===== src/rtl/sdram_memtest_pkg.sv =====
// rtl/sdram_memtest_pkg.sv - shared states, LFSR tap table and data pattern for the SDRAM memory tester
package sdram_memtest_pkg;

  typedef enum logic [2:0] {
    S_IDLE,
    S_WR,
    S_RD_REQ,
    S_RD_WAIT,
    S_BATCH_END,
    S_FIN
  } state_t;

  // Tap masks: bit (n-1) set for each tap n of a maximal-length polynomial
  function automatic logic [31:0] lfsr_taps(input int width);
    case (width)
      8:       lfsr_taps = 32'h0000_00B8;
      9:       lfsr_taps = 32'h0000_0110;
      10:      lfsr_taps = 32'h0000_0240;
      11:      lfsr_taps = 32'h0000_0500;
      12:      lfsr_taps = 32'h0000_0829;
      13:      lfsr_taps = 32'h0000_100D;
      14:      lfsr_taps = 32'h0000_2015;
      15:      lfsr_taps = 32'h0000_6000;
      16:      lfsr_taps = 32'h0000_D008;
      17:      lfsr_taps = 32'h0001_2000;
      18:      lfsr_taps = 32'h0002_0400;
      19:      lfsr_taps = 32'h0004_0023;
      20:      lfsr_taps = 32'h0009_0000;
      21:      lfsr_taps = 32'h0014_0000;
      22:      lfsr_taps = 32'h0030_0000;
      23:      lfsr_taps = 32'h0042_0000;
      24:      lfsr_taps = 32'h00E1_0000;
      25:      lfsr_taps = 32'h0120_0000;
      26:      lfsr_taps = 32'h0200_0023;
      27:      lfsr_taps = 32'h0400_0013;
      28:      lfsr_taps = 32'h0900_0000;
      29:      lfsr_taps = 32'h1400_0000;
      30:      lfsr_taps = 32'h2000_0029;
      31:      lfsr_taps = 32'h4800_0000;
      32:      lfsr_taps = 32'h8020_0003;
      default: lfsr_taps = 32'h0000_0000;
    endcase
  endfunction

  // Low data slice ^ high address slice ^ batch index, so reads replay without storage
  function automatic logic [15:0] data_pattern(input logic [31:0] a, input logic [31:0] b,
                                               input int aw, input int dw);
    logic [31:0] mask;
    mask = (32'h1 << dw) - 32'h1;
    return 16'((a & mask) ^ ((a >> (aw - dw)) & mask) ^ (b & mask));
  endfunction

endpackage


===== src/rtl/sdram_addr_gen.sv =====
// rtl/sdram_addr_gen.sv - LFSR/sequential address generator with checkpoint save and restore
module sdram_addr_gen
  import sdram_memtest_pkg::*;
#(
  parameter int ADDR_W = 24
) (
  input  logic              clk,
  input  logic              rst,
  input  logic              i_load,
  input  logic              i_mode,
  input  logic [ADDR_W-1:0] i_seed,
  input  logic              i_step,
  input  logic              i_save,
  input  logic              i_restore,
  output logic [ADDR_W-1:0] o_addr
);

  localparam logic [ADDR_W-1:0] TAPS = ADDR_W'(lfsr_taps(ADDR_W));

  logic              r_mode;
  logic [ADDR_W-1:0] r_state;
  logic [ADDR_W-1:0] r_ckpt;
  logic [ADDR_W-1:0] w_seed;
  logic [ADDR_W-1:0] w_next;

  // An all-zero LFSR would lock up, so seed 0 becomes 1 in LFSR mode
  assign w_seed = (!i_mode && i_seed == '0) ? ADDR_W'(1) : i_seed;
  assign w_next = r_mode ? r_state + ADDR_W'(1)
                         : {r_state[ADDR_W-2:0], ^(r_state & TAPS)};
  assign o_addr = r_state;

  always_ff @(posedge clk) begin
    if (rst) begin
      r_mode  <= 1'b0;
      r_state <= '0;
      r_ckpt  <= '0;
    end else if (i_load) begin
      r_mode  <= i_mode;
      r_state <= w_seed;
      r_ckpt  <= w_seed;
    end else begin
      if (i_restore)   r_state <= r_ckpt;
      else if (i_step) r_state <= w_next;
      if (i_save)      r_ckpt  <= r_state;
    end
  end

endmodule


===== src/rtl/sdram_memtest.sv =====
// rtl/sdram_memtest.sv - batch write/read-back traffic generator and checker for the SDRAM controller
module sdram_memtest
  import sdram_memtest_pkg::*;
#(
  parameter int ADDR_W      = 24,
  parameter int DATA_W      = 8,
  parameter int BATCH       = 4,
  parameter int NUM_BATCHES = 16,
  parameter int TIMEOUT     = 1024
) (
  input  logic              clk,
  input  logic              rst,
  input  logic              start,
  input  logic              stop,
  input  logic              mode,
  input  logic [ADDR_W-1:0] seed,
  output logic              busy,
  output logic              done,
  output logic              pass,
  output logic              timeout,
  output logic [15:0]       err_count,
  output logic [ADDR_W-1:0] err_addr,
  output logic [DATA_W-1:0] err_exp,
  output logic [DATA_W-1:0] err_got,
  output logic              wr,
  output logic              rd,
  output logic [ADDR_W-1:0] addr,
  output logic [DATA_W-1:0] data_wr,
  input  logic              rdy,
  input  logic              val,
  input  logic [DATA_W-1:0] data_rd
);

  localparam int WAIT_W = $clog2(TIMEOUT + 1);

  state_t              r_state, w_next;
  logic [WAIT_W-1:0]   r_wait;
  logic [8:0]          r_cnt;
  logic [31:0]         r_batch;
  logic [15:0]         r_err_count;
  logic [ADDR_W-1:0]   r_err_addr;
  logic [DATA_W-1:0]   r_err_exp, r_err_got;
  logic                r_timeout, r_pass;
  logic [ADDR_W-1:0]   w_addr;
  logic [DATA_W-1:0]   w_pattern;
  logic                w_load, w_step, w_save, w_restore, w_cnt_inc, w_cnt_clr;
  logic                w_batch_inc, w_check, w_set_to, w_expire, w_last, w_pass_now;

  sdram_addr_gen #(.ADDR_W(ADDR_W)) u_addr_gen (
    .clk      (clk),
    .rst      (rst),
    .i_load   (w_load),
    .i_mode   (mode),
    .i_seed   (seed),
    .i_step   (w_step),
    .i_save   (w_save),
    .i_restore(w_restore),
    .o_addr   (w_addr)
  );

  assign w_pattern  = DATA_W'(data_pattern(32'(w_addr), r_batch, ADDR_W, DATA_W));
  assign w_expire   = (r_wait == WAIT_W'(TIMEOUT - 1));
  assign w_last     = (r_cnt == 9'(BATCH - 1));
  assign w_pass_now = (r_err_count == '0) && !r_timeout;

  always_ff @(posedge clk) begin
    if (rst) r_state <= S_IDLE;
    else     r_state <= w_next;
  end

  // A handshake arriving on the expiry cycle wins over the timeout
  always_comb begin
    w_next      = r_state;
    w_load      = 1'b0;
    w_step      = 1'b0;
    w_save      = 1'b0;
    w_restore   = 1'b0;
    w_cnt_inc   = 1'b0;
    w_cnt_clr   = 1'b0;
    w_batch_inc = 1'b0;
    w_check     = 1'b0;
    w_set_to    = 1'b0;
    case (r_state)
      S_IDLE: if (start) begin
        w_load = 1'b1;
        w_next = S_WR;
      end
      S_WR: if (rdy) begin
        w_step = 1'b1;
        if (w_last) begin
          w_restore = 1'b1;
          w_cnt_clr = 1'b1;
          w_next    = S_RD_REQ;
        end else begin
          w_cnt_inc = 1'b1;
        end
      end else if (w_expire) begin
        w_set_to = 1'b1;
        w_next   = S_FIN;
      end
      S_RD_REQ: if (rdy) begin
        w_next = S_RD_WAIT;
      end else if (w_expire) begin
        w_set_to = 1'b1;
        w_next   = S_FIN;
      end
      S_RD_WAIT: if (val) begin
        w_check = 1'b1;
        w_step  = 1'b1;
        if (w_last) begin
          w_cnt_clr = 1'b1;
          w_next    = S_BATCH_END;
        end else begin
          w_cnt_inc = 1'b1;
          w_next    = S_RD_REQ;
        end
      end else if (w_expire) begin
        w_set_to = 1'b1;
        w_next   = S_FIN;
      end
      S_BATCH_END: begin
        w_batch_inc = 1'b1;
        if ((NUM_BATCHES != 0 && r_batch + 32'd1 == 32'(NUM_BATCHES)) || stop) begin
          w_next = S_FIN;
        end else begin
          w_save = 1'b1;
          w_next = S_WR;
        end
      end
      S_FIN:   w_next = S_IDLE;
      default: w_next = S_IDLE;
    endcase
  end

  always_ff @(posedge clk) begin
    if (rst) begin
      r_wait      <= '0;
      r_cnt       <= '0;
      r_batch     <= '0;
      r_err_count <= '0;
      r_err_addr  <= '0;
      r_err_exp   <= '0;
      r_err_got   <= '0;
      r_timeout   <= 1'b0;
      r_pass      <= 1'b0;
    end else begin
      if (w_next != r_state) r_wait <= '0;
      else if (r_state inside {S_WR, S_RD_REQ, S_RD_WAIT}) r_wait <= r_wait + WAIT_W'(1);
      if (w_load) begin
        r_cnt       <= '0;
        r_batch     <= '0;
        r_err_count <= '0;
        r_err_addr  <= '0;
        r_err_exp   <= '0;
        r_err_got   <= '0;
        r_timeout   <= 1'b0;
        r_pass      <= 1'b0;
      end else begin
        if (w_cnt_clr)      r_cnt <= '0;
        else if (w_cnt_inc) r_cnt <= r_cnt + 9'd1;
        if (w_batch_inc) r_batch <= r_batch + 32'd1;
        if (w_set_to) r_timeout <= 1'b1;
        if (w_check && data_rd != w_pattern) begin
          if (r_err_count == '0) begin
            r_err_addr <= w_addr;
            r_err_exp  <= w_pattern;
            r_err_got  <= data_rd;
          end
          if (r_err_count != 16'hFFFF) r_err_count <= r_err_count + 16'd1;
        end
        if (r_state == S_FIN) r_pass <= w_pass_now;
      end
    end
  end

  assign busy      = r_state inside {S_WR, S_RD_REQ, S_RD_WAIT, S_BATCH_END};
  assign done      = (r_state == S_FIN);
  assign pass      = done ? w_pass_now : r_pass;
  assign timeout   = r_timeout;
  assign err_count = r_err_count;
  assign err_addr  = r_err_addr;
  assign err_exp   = r_err_exp;
  assign err_got   = r_err_got;
  // Requests drop combinationally so reset cancels them within the reset cycle
  assign wr        = (r_state == S_WR) && !rst;
  assign rd        = (r_state == S_RD_REQ) && !rst;
  assign addr      = w_addr;
  assign data_wr   = w_pattern;

endmodule


===== config.mk =====
export PLATFORM = sky130hd
export DESIGN_NAME = sdram_memtest
export DESIGN_NICKNAME = d
export VERILOG_FILES = /design/src/rtl/sdram_memtest_pkg.sv /design/src/rtl/sdram_addr_gen.sv /design/src/rtl/sdram_memtest.sv
export SDC_FILE = /design/constraint.sdc
export NUM_CORES = 1
export LEC_CHECK = 0
export CAP_MARGIN = 20
export CORE_MARGIN = 1
export CORE_UTILIZATION = 50
export CTS_BUF_LIST = sky130_fd_sc_hd__clkbuf_4 sky130_fd_sc_hd__clkbuf_8 sky130_fd_sc_hd__clkbuf_16
export CTS_CLUSTER_SIZE = 20
export DETAILED_ROUTE_END_ITERATION = 6
export HOLD_SLACK_MARGIN = 0.06
export PLACE_DENSITY = 0.75
export REMOVE_ABC_BUFFERS = 1
export SLEW_MARGIN = 30
export SYNTH_ARGS = -nofsm -noshare
export SYNTH_HDL_FRONTEND = slang
export SYNTH_HIERARCHICAL = 1
export SYNTH_SLANG_ARGS = --single-unit

===== constraint.sdc =====
create_clock -name clk -period 7.4 [get_ports clk]
set_clock_uncertainty 0.1 [all_clocks]
set_input_delay 2.22 -clock clk [delete_from_list [all_inputs] [get_ports clk]]
set_output_delay 2.22 -clock clk [all_outputs]
set_load 0.01 [all_outputs]

# == Yosys cells after proc, flatten, opt, wreduce, memory -nomap -nowiden ==
# Index checks and enable logic that the tools add are counted.
# totals
regBits,162
output_inout_bits,94
# classes
n_addsub,5
n_eq_ne,11
muxes,39
bitwise_logic,2
reduce_logical,23
# op_table
operator,count
$mux W24,7
$add A32 B1 Y32 const B,1
$eq A32 B5 Y1 const B,1
$add A24 B1 Y24 const B,1
$logic_not A24 Y1,1
$mux W3,8
$reduce_xor A24 Y1,1
$mux W1,19
$add A16 B1 Y16 const B,1
$logic_not A16 Y1,1
$ne A16 B16 Y1 const B,1
$xor A8 B8 Y8,2
$pmux W3 S5,1
$add A11 B1 Y11 const B,1
$eq A11 B10 Y1 const B,1
$add A9 B1 Y9 const B,1
$eq A9 B2 Y1 const B,1
$ne A8 B8 Y1,1
$pmux W1 S2,4
$eq A3 B2 Y1 const B,2
$eq A3 B3 Y1 const B,2
$reduce_bool A3 Y1,2
$reduce_or A2 Y1,3
$logic_and A1 B1 Y1,5
9 further kinds,12

# == Logic depth before layout (Yosys ltp) ==
# Gate-level depths: netlist of run 1.
# depth
depth_word,7
ltp_mapped,15

# == Cells and area by module ==
# Netlist of run 1, hierarchy kept.
# modules_own_cells
module,instances,cells_per_inst,area_per_inst_um2,seq_area_each_um2
sdram_memtest,1,727,5806.8,2262.2
sdram_addr_gen,1,405,3178.0,980.9

# == Least setup slack after synthesis of run 1 ==
# Ideal clock, no wire load.
# synth_timing
kind,in2out
from,input port rst
to,output port rd
t_arrival_ns,2.573
path_slack_ns,2.507
cell_stages,1
path_buffers,0
cell_sequence,nor4_1
# synth_via
elab_chain_len,2
# synth_lines
element,line_no,rtl
from (decl),sdram_memtest.sv:12,"input logic rst,"
$logic_not A1 Y1,sdram_memtest.sv:186,assign rd = (r_state == S_RD_REQ) && !rst;
$logic_and A1 B1 Y1,sdram_memtest.sv:186,
to (decl),sdram_memtest.sv:26,"output logic rd,"
# Every way passes these cells.

# == Worst setup path after layout of run 1 ==
# layout_timing
from,input port rst
to,output port wr
# layout_via
elab_chain_len,2
# layout_lines
element,line_no,rtl
$logic_not A1 Y1,sdram_memtest.sv:185,assign wr = (r_state == S_WR) && !rst;
$logic_and A1 B1 Y1,sdram_memtest.sv:185,
to (decl),sdram_memtest.sv:25,"output logic wr,"
# Every way passes these cells.

==> results of run 1 <==
cells in the final DEF (no fill, tap or decap), types with 7 or more instances in the layout:
master	Yosys	layout
and2_1	10	10
mux2_2	7	7
nor3_1	26	24
dfxtp_1	162	162
clkbuf_16	0	17
inv_1	21	21
a21oi_1	90	90
xor3_1	8	8
nand4_1	30	30
a31oi_1	11	11
or3_1	7	7
and3_1	15	15
nand3_1	43	43
xnor2_1	36	36
buf_4	3	10
mux2i_1	30	30
a211oi_1	15	15
o211ai_1	7	7
nand2b_1	13	13
nor2_1	126	126
clkdlybuf4s50_1	0	132
a21boi_0	13	13
o21a_1	16	16
xor2_1	45	45
nand2_1	159	159
nor4_1	24	24
o21ai_0	34	34
ha_1	7	7
flip-flops by register name, summed over array words and instances, names as in the netlist:
signal and flops:
err_got 8, r_state 3, timeout 1, r_wait 11, u_addr_gen/r_mode 1, r_pass 1
err_exp 8, err_count 16, r_cnt 9, u_addr_gen/r_ckpt 24, r_batch 32, u_addr_gen/o_addr 24
err_addr 24
critical path, delay by kind of cell:
family	cells	cell delay (ns)
and+or+nand+nor	1	0.19
buffers and inverters	2	1.02
cell type report:
class,instances,area [um2],area share [%]
tap,225,282,2.58
timing repair buffer,142,1400,12.8
inverter,21,78.8,0.723
multi-input combinational,863,5310,48.7
clock buffer,23,483,4.43
sequential,162,3240,29.8
clock inverter,9,106,0.976
worst paths after layout:
path                                        endpoint  slack, ns  cells past startpoint
setup / recovery                                  wr       1.65                      3
hold / removal             err_addr[12]$_SDFFE_PP0P_       0.35                      2
setup reg to reg  u_addr_gen/r_ckpt[14]$_SDFFE_PP0P_       3.15                     12
hold reg to reg            err_addr[12]$_SDFFE_PP0P_       0.35                      2
power groups by stage:
stage / logic (mW) / clock network [mW] / registers [mW]
after floorplan: 0.141 / 0 / 0.961
after global placement: 0.264 / 0 / 0.971
after detailed placement: 0.267 / 0 / 0.971
after CTS: 0.268 / 0.889 / 0.952
after global routing: 0.291 / 0.930 / 0.957
final: 0.270 / 0.878 / 0.953
layer usage:
layer	vias to the layer above	GRT usage (%)	part of all wire, %
met4	0	10.5	2.3
met1	4045	34.0	44
li1	4131	-	-
met3	50	5.18	6.4
met5	-	0	0
met2	314	45.3	47
through the flow:
stage / cells / hold slack (ns) / instance area [um2] / total power, mW / setup WS, ns
finish: 1445 / 0.348 / 10900 / 2.10 / 1.65
global route: 1445 / 0.367 / 10900 / 2.18 / 1.60
CTS: 1445 / 0.352 / 10900 / 2.11 / 1.64
detailed placement: 1413 / 0.344 / 10300 / 1.24 / 1.64
global placement: 1413 / 0.337 / 10300 / 1.23 / 1.65
floorplan: 1046 / 0.371 / 8610 / 1.10 / -0.348
cells by family after synthesis:
kind of cell,Yosys count
and+or+nand+nor,495
AOI/OAI and AO/OA,234
DFF,162
buffers and inverters,107
xor gates and xnor gates,89
muxes,38
adders and majority gates,7
==> impl_metrics.py, run 1 <==
metrics = {
    "setup_path": {
        "worstSetupPathType": "input pin to primary output",
        "start_kind": "input pin",
        "worst_path_largest_cell_delay_ns": 0.57,
        "crit_start": "rst",
        "crit_required_ns": 5.08,
        "worstPathMaxFanout": 3,
        "path_common_cell": "clkdlybuf4s50_1",
        "arrival_ns": 3.43,
        "setup.worst_path.end_class": "primary output",
        "cpMaxStageDelayCell": "clkdlybuf4s50_1",
        "path_cells": "clkdlybuf4s50_1, nor3_1, clkdlybuf4s50_1",
        "rr_startpoint": "r_batch[0]$_SDFFE_PP0P_",
    },
    "floorplan": {
        "die_y_um": 136,
        "core_area_um2": 17400,
        "die_area_um2": 18500,
        "die_x_um": 136,
        "pin_count": 133,
        "rows": 48,
        "start_util_pct": 51.6,
    },
    "routing": {
        "dr.pass1.iters": 6,
        "drt-initial-drc-count": 662,
        "wl_per_cell_um": 17.2,
        "antenna_left": 0,
        "drc": 0,
        "vias": 8540,
        "vias_per_cell": 5.91,
        "routed_wl_um": 24800,
    },
    "hold_path": {
        "min_from": "err_addr[12]$_SDFFE_PP0P_",
        "min_path_type": "flop to flop",
    },
    "logic_synthesis": {
        "synthesis.area_um2": 8980,
        "netlist.top_cell.by_area": "dfxtp_1",
        "synth.avg_cell_area_um2": 7.94,
        "synth_compound_gate_area_share_pct": 16.3,
        "synth_seq_cells": 162,
        "synth_area_leaders": "dfxtp_1 (36%), nand2_1 (6.6%), nor2_1 (5.3%)",
        "synth_seq_area_share_pct": 36.1,
        "ys_warn_count": 6,
        "synth-xor-area-share_pct": 10.0,
        "synthMuxAreaShare_pct": 4.34,
        "synthAdderAreaFrac_pct": 0.975,
        "synth-edff-count": 0,
        "synth-simple-area-share_pct": 27.1,
        "synth_most_common_cell": "dfxtp_1",
        "yosys-top-cells-count": "dfxtp_1 (162), nand2_1 (159), nor2_1 (126)",
        "async_reset_ff_share_pct": 0,
        "synth_ff_type": "dfxtp_1",
        "synth_cell_types": 75,
        "postSynthCellCount": 1132,
        "synth_top_family_by_area": "simple AND/OR/NAND/NOR gates",
        "synth_top_area_share_pct": 36.1,
    },
    "flow_run": {
        "max_cap_violations": 0,
    },
    "clock_tree": {
        "clk_pin_slew_worst_paths_ns": 0.06,
        "cts_hold_buffers": 0,
        "cts_resized": 0,
        "insertion_delay_ns": 0.43,
        "root_buffer": "clkbuf_16",
        "postCtsSetupBuffers": 0,
        "clock_path_buffers": 2,
        "cts_sinks": 162,
        "cts_buffers": 17,
        "cts_tree": "done",
        "h-tree-depth": 4,
    },
    "global_route": {
        "grt_max_degree": 73,
        "grt_pass1_wl_um": 39600,
        "overflow": 0,
        "grt.total_usage_pct": 27.0,
        "grt_pass1_vias": 7872,
        "antenna_found_initial": 0,
    },
    "final_layout": {
        "drive_gt1_share_pct": 5.66,
        "nNetsFinal": 1253,
        "fin_util_pct": 62.6,
        "area_delta_synth_final_pct": 21.3,
        "n_antenna_cell": 0,
        "nFillCells": 1539,
    },
    "sta": {
        "drv_slew": 0,
        "fin_crit_ns": 5.75,
        "timing.fmax_mhz": 174,
        "slew_headroom_pct": 45.9,
        "tns_ns": 0,
        "rsz0062_at_grt": "no",
        "finalHoldViolations": 0,
        "setup_violations": 0,
        "worstMarginPinSlew_ns": 0.811,
        "finalCritPeriodShare_pct": 77.7,
    },
    "power_and_ir_drop": {
        "switchingPower_mw": 0.544,
        "clockPowerShare_pct": 41.8,
        "cell_internal_pwr_mw": 1.56,
        "p_leak_nw": 3.65,
        "power_density_nw_per_um2": 193,
        "seq_power_share_pct": 45.4,
        "power_frac_comb_pct": 12.8,
        "ir_drop_mv": 0.175,
        "switching_share_pct": 25.9,
    },
    "place": {
        "portBuffers": 132,
        "gp_congestion": 0.902,
        "hpwl_um": 16900,
    },
    "outcome": {
        "status": "finished, final reports clean",
    },
}
No activity file was read; power rests on OpenSTA's default activity.
==> inputs of run 2 (changes only) <==
PLACE_DENSITY = 0.77   (was 0.75)
clock period = 4.88 ns   (was 7.4 ns; I/O delays follow)
==> impl_metrics.py, run 2 (synthesis results as in run 1) <==
metrics = {
    "sta": {
        "rsz0062_at_grt": "no",
        "tns_ns": 0,
        "setup_violations": 0,
        "timing.fmax_mhz": 232,
        "finalCritPeriodShare_pct": 88.3,
        "drv_slew": 0,
        "worstMarginPinSlew_ns": 1.05,
        "fin_crit_ns": 4.31,
        "slew_headroom_pct": 29.2,
        "finalHoldViolations": 0,
    },
    "outcome": {
        "status": "finished, final reports clean",
    },
    "global_route": {
        "grt.total_usage_pct": 27.5,
        "grt_pass1_vias": 7883,
        "grt_pass1_wl_um": 40400,
        "antenna_found_initial": 0,
        "grt_max_degree": 43,
        "overflow": 0,
    },
    "floorplan": {
        "die_area_um2": 18500,
        "die_y_um": 136,
        "core_area_um2": 17400,
        "rows": 48,
        "pin_count": 133,
        "die_x_um": 136,
        "start_util_pct": 51.6,
    },
    "clock_tree": {
        "clock_path_buffers": 2,
        "h-tree-depth": 4,
        "cts_resized": 0,
        "root_buffer": "clkbuf_16",
        "cts_tree": "done",
        "cts_sinks": 162,
        "insertion_delay_ns": 0.43,
        "postCtsSetupBuffers": 0,
        "cts_buffers": 17,
        "cts_hold_buffers": 0,
        "clk_pin_slew_worst_paths_ns": 0.06,
    },
    "final_layout": {
        "multiInputGateArea_um2": 5300,
        "most-common-layout-cells": "dfxtp_1 (162), nand2_1 (159), clkdlybuf4s50_1 (132), nor2_1 (126), a21oi_1 (90)",
        "largest_reg_flops": 32,
        "drive_gt1_share_pct": 6.34,
        "n_antenna_cell": 0,
        "top_register": "r_batch",
        "fin_util_pct": 63.3,
        "area_delta_synth_final_pct": 22.7,
        "nNetsFinal": 1264,
        "nFillCells": 1507,
        "final-seq-area_um2": 3240,
        "final_common_cell": "dfxtp_1",
    },
    "flow_run": {
        "max_cap_violations": 0,
    },
    "setup_path": {
        "worst_path_largest_cell_delay_ns": 0.59,
        "crit_required_ns": 3.32,
        "arrival_ns": 2.75,
        "path_cells": "clkdlybuf4s50_1, nor4_1, clkdlybuf4s50_1",
        "start_kind": "input pin",
        "path_common_cell": "clkdlybuf4s50_1",
        "worst-path-buf-inv": 2,
        "setup.worst_path.end_class": "primary output",
        "cpMaxStageDelayCell": "clkdlybuf4s50_1",
        "cp_top_family": "buffers and inverters",
        "worstSetupPathType": "input pin to primary output",
        "worstPathMaxFanout": 3,
    },
    "place": {
        "portBuffers": 132,
        "hpwl_um": 17300,
        "gp_congestion": 0.900,
    },
    "power_and_ir_drop": {
        "ir_drop_mv": 0.254,
        "power_density_nw_per_um2": 299,
        "p_leak_nw": 3.73,
    },
    "routing": {
        "drt-initial-drc-count": 870,
        "antenna_left": 0,
        "wl_per_cell_um": 17.2,
        "vias_per_cell": 5.91,
        "drc": 0,
        "dr.pass1.iters": 5,
        "routed_wl_um": 25100,
        "vias": 8597,
    },
    "hold_path": {
        "min_path_type": "flop to flop",
    },
}
==> run 2: final cells by class <==
type                            count  area share (%)
Multi-Input combinational cell    863            48.1
Clock inverter                      9            1.42
Sequential cell                   162            29.4
Inverter                           21           0.715
Clock buffer                       22            4.26
Timing Repair Buffer              153            13.5
Tap cell                          225            2.55
==> run 2: worst paths after layout <==
path,startpoint,end,slack [ns],cells after the start
max,rst,rd,0.57,3
min,err_addr[9]$_SDFFE_PP0P_,err_addr[9]$_SDFFE_PP0P_,0.35,2
max reg2reg,r_batch[0]$_SDFFE_PP0P_,u_addr_gen/r_ckpt[20]$_SDFFE_PP0P_,1.03,13
min reg2reg,err_addr[9]$_SDFFE_PP0P_,err_addr[9]$_SDFFE_PP0P_,0.35,2
==> run 2: worst register-to-register path, stage by stage (launching register included) <==
cell,delay [ns]
dfxtp_1,0.59
ha_1,0.29
nand3_1,0.23
nor4_2,0.28
buf_4,0.20
nand4_1,0.15
xnor2_1,0.17
or4_1,0.54
nor4_1,0.35
nor3_2,0.07
buf_4,0.29
mux2_2,0.33
nand2_1,0.06
a21oi_1,0.06
==> run 2: routing by layer <==
layer  track usage (%)  vias to the layer above  wire length (um)
met5                 0                        -                 0
met4              10.8                        0               671
met3              4.92                       57              1530
met2              45.5                      300             12000
met1              35.4                     4079             10900
li1                  -                     4161                 -
==> run 2: through the flow <==
| stage | hold WS, ns | setup slack [ns] | cells | area, um2 | power (mW) |
|---|---|---|---|---|---|
| 5_1_grt | 0.362 | 0.537 | 1455 | 11000 | 3.41 |
| 6_report | 0.348 | 0.569 | 1455 | 11000 | 3.29 |
| 3_5_place_dp | 0.342 | 0.576 | 1424 | 10400 | 1.89 |
| 2_1_floorplan | 0.371 | -2.11 | 1046 | 8610 | 1.67 |
| 4_1_cts | 0.351 | 0.553 | 1455 | 11000 | 3.30 |
| 3_3_place_gp | 0.337 | 0.610 | 1424 | 10400 | 1.88 |
==> run 2: power by group <==
group	internal (mW)	switching [mW]	total, mW
clock network	0.889	0.533	1.42
registers	1.36	0.0797	1.44
logic	0.207	0.220	0.426
total	2.46	0.833	3.29
